<file path="config.mk">
export PLATFORM = sky130hd
export DESIGN_NAME = pipe_stage_ctrl
export DESIGN_NICKNAME = d
export VERILOG_FILES = /design/src/rtl/pipe_stage_ctrl.sv
export SDC_FILE = /design/constraint.sdc
export NUM_CORES = 1
export LEC_CHECK = 0
export ABC_AREA = 1
export ABC_CLOCK_PERIOD_IN_PS = 1100
export CORE_MARGIN = 2
export CORE_UTILIZATION = 33
export DETAILED_ROUTE_END_ITERATION = 8
export GPL_ROUTABILITY_DRIVEN = 0
export PLACE_DENSITY = 0.73
export SLEW_MARGIN = 20
export SYNTH_ARGS = -nofsm -noshare
export SYNTH_HDL_FRONTEND = slang
export SYNTH_SLANG_ARGS = --single-unit
</file>
<file path="constraint.sdc">
create_clock -name clk -period 1.1 [get_ports clk]
set_input_delay 0.165 -clock clk [delete_from_list [all_inputs] [get_ports clk]]
set_output_delay 0.165 -clock clk [all_outputs]
set_load 0.05 [all_outputs]
</file>
<file path="src/rtl/pipe_stage_ctrl.sv">
// Pipeline control for NUM_STAGES stage registers: valid tracking, load/bubble strobes and a
// run/halt/single-step debug FSM. Optional performance counters are enabled by PIPE_PERF_EN.
module pipe_stage_ctrl #(
  parameter int unsigned NUM_STAGES = 5,
  parameter int unsigned CNT_W      = 32
) (
  input  logic                  clk,
  input  logic                  rst,
  input  logic                  debug_en,
  input  logic                  debug_step,
  input  logic                  fetch_valid,
  input  logic [NUM_STAGES-1:0] stall_req,
  input  logic [NUM_STAGES-1:0] flush_req,
  output logic [NUM_STAGES-1:0] stg_en,
  output logic [NUM_STAGES-1:0] stg_rst,
  output logic [NUM_STAGES-1:0] stg_valid,
  output logic                  retire,
  output logic                  halted
`ifdef PIPE_PERF_EN
  ,
  output logic [CNT_W-1:0]      perf_stall,
  output logic [CNT_W-1:0]      perf_flush,
  output logic [CNT_W-1:0]      perf_retire
`endif
);

  typedef enum logic [1:0] {StRun, StHalt, StStep} state_e;

  state_e                  state_q, state_d;
  logic                    step_q;
  logic                    step_rise;
  logic                    go;
  logic [NUM_STAGES-1:0]   valid_q, valid_d;
  logic [NUM_STAGES-1:0]   hold, kill;
  logic [NUM_STAGES-1:0]   en_raw, rst_raw;

  // State register
  always_ff @(posedge clk or posedge rst) begin
    if (rst) begin
      state_q <= StRun;
      step_q  <= 1'b0;
      valid_q <= '0;
    end else begin
      state_q <= state_d;
      step_q  <= debug_step;
      valid_q <= valid_d;
    end
  end

  assign step_rise = debug_step & ~step_q;

  // Next-state logic
  always_comb begin
    state_d = state_q;
    unique case (state_q)
      StRun:   if (debug_en) state_d = StHalt;
      StHalt: begin
        if (!debug_en)     state_d = StRun;
        else if (step_rise) state_d = StStep;
      end
      StStep:  state_d = debug_en ? StHalt : StRun;
      default: state_d = StRun;
    endcase
  end

  // FSM outputs
  always_comb begin
    go     = (state_q == StRun) || (state_q == StStep);
    halted = (state_q == StHalt);
  end

  // Walk from oldest to youngest so stalls and qualified flushes accumulate downward.
  always_comb begin
    logic stall_acc;
    logic flush_acc;
    stall_acc = 1'b0;
    flush_acc = 1'b0;
    hold      = '0;
    kill      = '0;
    for (int i = NUM_STAGES - 1; i >= 0; i--) begin
      stall_acc = stall_acc | stall_req[i];
      hold[i]   = ~go | stall_acc;
      kill[i]   = flush_acc;
      flush_acc = flush_acc | (flush_req[i] & valid_q[i] & ~hold[i]);
    end
  end

  always_comb begin
    en_raw  = '0;
    rst_raw = '0;
    valid_d = valid_q;
    for (int i = 0; i < NUM_STAGES; i++) begin
      rst_raw[i] = kill[i];
      if (i > 0) rst_raw[i] = rst_raw[i] | (hold[i-1] & ~hold[i]);
      en_raw[i] = go & (~hold[i] | kill[i]);
      if (en_raw[i] && rst_raw[i]) valid_d[i] = 1'b0;
      else if (hold[i])            valid_d[i] = valid_q[i];
      else if (i == 0)             valid_d[i] = fetch_valid;
      else                         valid_d[i] = valid_q[i-1];
    end
  end

  // Reset forces the datapath strobes directly, without waiting for a clock.
  always_comb begin
    stg_en    = rst ? '0 : en_raw;
    stg_rst   = rst ? '1 : rst_raw;
    retire    = ~rst & valid_q[NUM_STAGES-1] & ~hold[NUM_STAGES-1];
    stg_valid = valid_q;
  end

`ifdef PIPE_PERF_EN
  localparam logic [CNT_W-1:0] CntOne = {{(CNT_W-1){1'b0}}, 1'b1};

  logic [CNT_W-1:0] stall_cnt_q, flush_cnt_q, retire_cnt_q;

  always_ff @(posedge clk or posedge rst) begin
    if (rst) begin
      stall_cnt_q  <= '0;
      flush_cnt_q  <= '0;
      retire_cnt_q <= '0;
    end else if (!halted) begin
      if (go && (|stall_req) && !(&stall_cnt_q)) stall_cnt_q <= stall_cnt_q + CntOne;
      if ((|kill) && !(&flush_cnt_q))            flush_cnt_q <= flush_cnt_q + CntOne;
      if (retire && !(&retire_cnt_q))            retire_cnt_q <= retire_cnt_q + CntOne;
    end
  end

  assign perf_stall  = stall_cnt_q;
  assign perf_flush  = flush_cnt_q;
  assign perf_retire = retire_cnt_q;
`endif

endmodule

</file>
==> results.txt <==
Lkg Pwr - 0.739 nW
Main combinational cell family by area after synthesis - simple AND/OR/NAND/NOR gates
Placed inst area - 1290 µm²
Final Hold Viols - 0
Crit path DAT - 1.63 ns
Synth top area share - 0.350
Share of the yosys chip area belonging to registers - 0.350
Least-Margin Pin Slew - 0.375 ns
Synth top cells by count - inv_1 (19), nand2_1 (17), dfrtp_1 (8), nor2_1 (7), nand3_1 (5)
Vias - 871
Post-synthesis mux area share - 0
Pre-CTS setup slack - -0.647 ns
Yosys top cell by area - dfrtp_1
Worst setup EP type - output port
DRT iter0 DRCs - 9
Synth Cell Area - 572 µm²
Syn avg cell area - 6.89 µm²
Core area - 1670 µm²
N_diodes - 0
Clock Pin Slew Worst Setup and Hold Paths - 0.07 ns
Synth-to-layout area growth - 176%
CTS sink cnt - 8
Post-Syn Instances - 83
Post-route cell area - 1580 µm²
Clk_lat worst skew - 0.29 ns
Top-count cell post-synth - inv_1
Drt drc - 0
Largest cells by area after synthesis - dfrtp_1 (35%), inv_1 (12%), nand2_1 (11%), nand2_4 (7.9%), nor2_1 (4.6%)
Drt via density - 5.25
Placed insts - 150
Routed WL per cell - 19.1 µm
Clk buf depth - 2
Fill cells - 46
PortBufs - 30
First-pass GRT wire length - 3.65 mm
Min Tclk post-route - 1.79 ns
Share of layout cells above drive strength 1 - 0.631
Compound-cell area share of the yosys netlist - 0.0853
Die Span Y - 45.6 µm
Crit-path max cell delay - 0.44 ns
Root Driver - clkbuf_4
Ports - 32
Slew headroom - 0.749
DRT antenna net count - 0
CTS Buf Count - 3
Slowest cell on the critical path - dfrtp_2
Synth Net Count - 98
Fmax - 558 MHz
DPL Wire Length - 1.47 mm
Dominant synthesized flop cell - dfrtp_1
Failing checks - negative setup slack
XOR/XNOR share of the synthesized area - 0
Max Slew Vio Count - 0
Largest net degree at the start of global routing - 10
Nets - 165
H-Tree Depth - 1
YS warnings - 0
Async SR Flop Fraction - 1.00
Most frequent cell on the critical path - nor2_4
CP Launch Type - register
EDFF count, synth - 0
WS Path Type - reg -> out
Post-Synth Simple-Gate Area - 0.427
Initial antenna violation count - 0
Post-route setup slack - -0.692 ns
Die ar. - 2080 µm²
CTS tree - yes
Pre-antenna DRT Iters - 4
GR Overflow Total - 0
Site row count - 15
Crit-path max FO - 5
CP required - 0.94 ns
Drt total wl - 3.18 mm
RSZ-0062 raised after global routing - yes
GRT Overall Usage - 0.250
Final period utilization - 1.63
Pwr Density - 1060 nW/µm²
Die width - 45.6 µm
CP Cell Sequence - nor2_2 -> nand2_1 -> nor2_4 -> nand2_1 -> inv_2 -> nor2_4 -> nor2_4 -> buf_12
Setup violators final - 20
Seq cells post-synth - 8
Cell variety after synth - 20
VDD IR max - 0.763 mV
Max-cap check violation count - 0
Hold crit path type - in -> async
Status - finished, violations left
Skew final - 0.0117 ns
Final Instance Count excl. Fillers - 166
Vias in the first global route - 829
Post-Synth Adder-Cell Area - 0
Hold buffers post-CTS - 0
Initial Utilization - 0.342
==> critical path, delay by kind of cell, from the launching register on <==
family / cells / cell delay, ns
AND/OR/NAND/NOR: 6 / 0.67
flip-flops: 1 / 0.44
buffers and inverters: 2 / 0.24
==> power breakdown <==
part | internal, mW | total, mW | switching (mW)
logic | 0.478 | 0.997 | 0.519
registers | 0.343 | 0.387 | 0.0444
clock network | 0.141 | 0.286 | 0.145
==> layer usage <==
metal | track usage | vias to the layer above | share of wire
met5 | 0 | - | 0
met4 | 0.118 | 0 | 0.039
met3 | 0.0437 | 15 | 0.054
met2 | 0.442 | 42 | 0.56
met1 | 0.286 | 422 | 0.34
li1 | - | 392 | -
==> cell families after synthesis <==
kind of cell,count (synthesis)
AOI/OAI and AO/OA,9
buffers and inverters,21
DFF,8
and+or+nand+nor,45
==> area by class of cell <==
cell class,instances,area (µm²),area share
flip-flops and latches,8,206,0.131
well taps,17,21.3,0.0135
multi-input cells,54,484,0.307
clock buffers,4,26.3,0.0167
inverters,21,92.6,0.0587
repair buffers,62,746,0.473
==> sequential cells by signal, indices dropped and copies added (netlist names) <==
register   flops
stg_valid      5
step_q         1
state_q        2
==> through the flow <==
stage                     setup TNS (ns)  total power, mW  utilization  hold WS [ns]
after floorplan                    -4.07            0.751            -        0.0233
after global placement             -7.44             1.20        0.773         0.463
after detailed placement           -7.82             1.21        0.773         0.488
after CTS                          -7.16             1.55        0.870         0.319
after global routing               -8.91             1.73        0.944         0.360
final                              -7.99             1.67        0.944         0.320
==> layout by cell type (no fill, tap or decap), drive strengths merged <==
cell type	n
buf	49
nand2	23
inv	18
clkdlybuf4s50	12
nor2	10
dfrtp	8
nand3	5
nand4	4
clkbuf	4
o21ai	4
a21oi	3
clkinvlp	2
and2	1
clkinv	1
o211ai	1
nor3	1
nor4	1
o22ai	1
dlymetal6s2s	1
==> timing repair <==
item                                    4_1_cts  5_1_grt
hold endpoints to repair                      0        0
setup buffers                                 6        8
pin swaps                                    11        9
endpoints found under the setup margin       20       21
resized for setup                            20       21
==> path summary, 6_finish.rpt <==
check,depth (start not counted),start,slack [ns],to
setup / recovery,8,state_q[0],-0.69,stg_en[0]
hold / removal,3,rst,0.32,stg_valid[2]
setup reg to reg,10,state_q[0],-0.43,stg_valid[1]
hold reg to reg,3,step_q,0.54,state_q[1]
max in group asynchronous,3,rst,0.64,state_q[0]
min in group clk,1,debug_step,0.36,step_q
No activity file was read; power rests on OpenSTA's default activity.
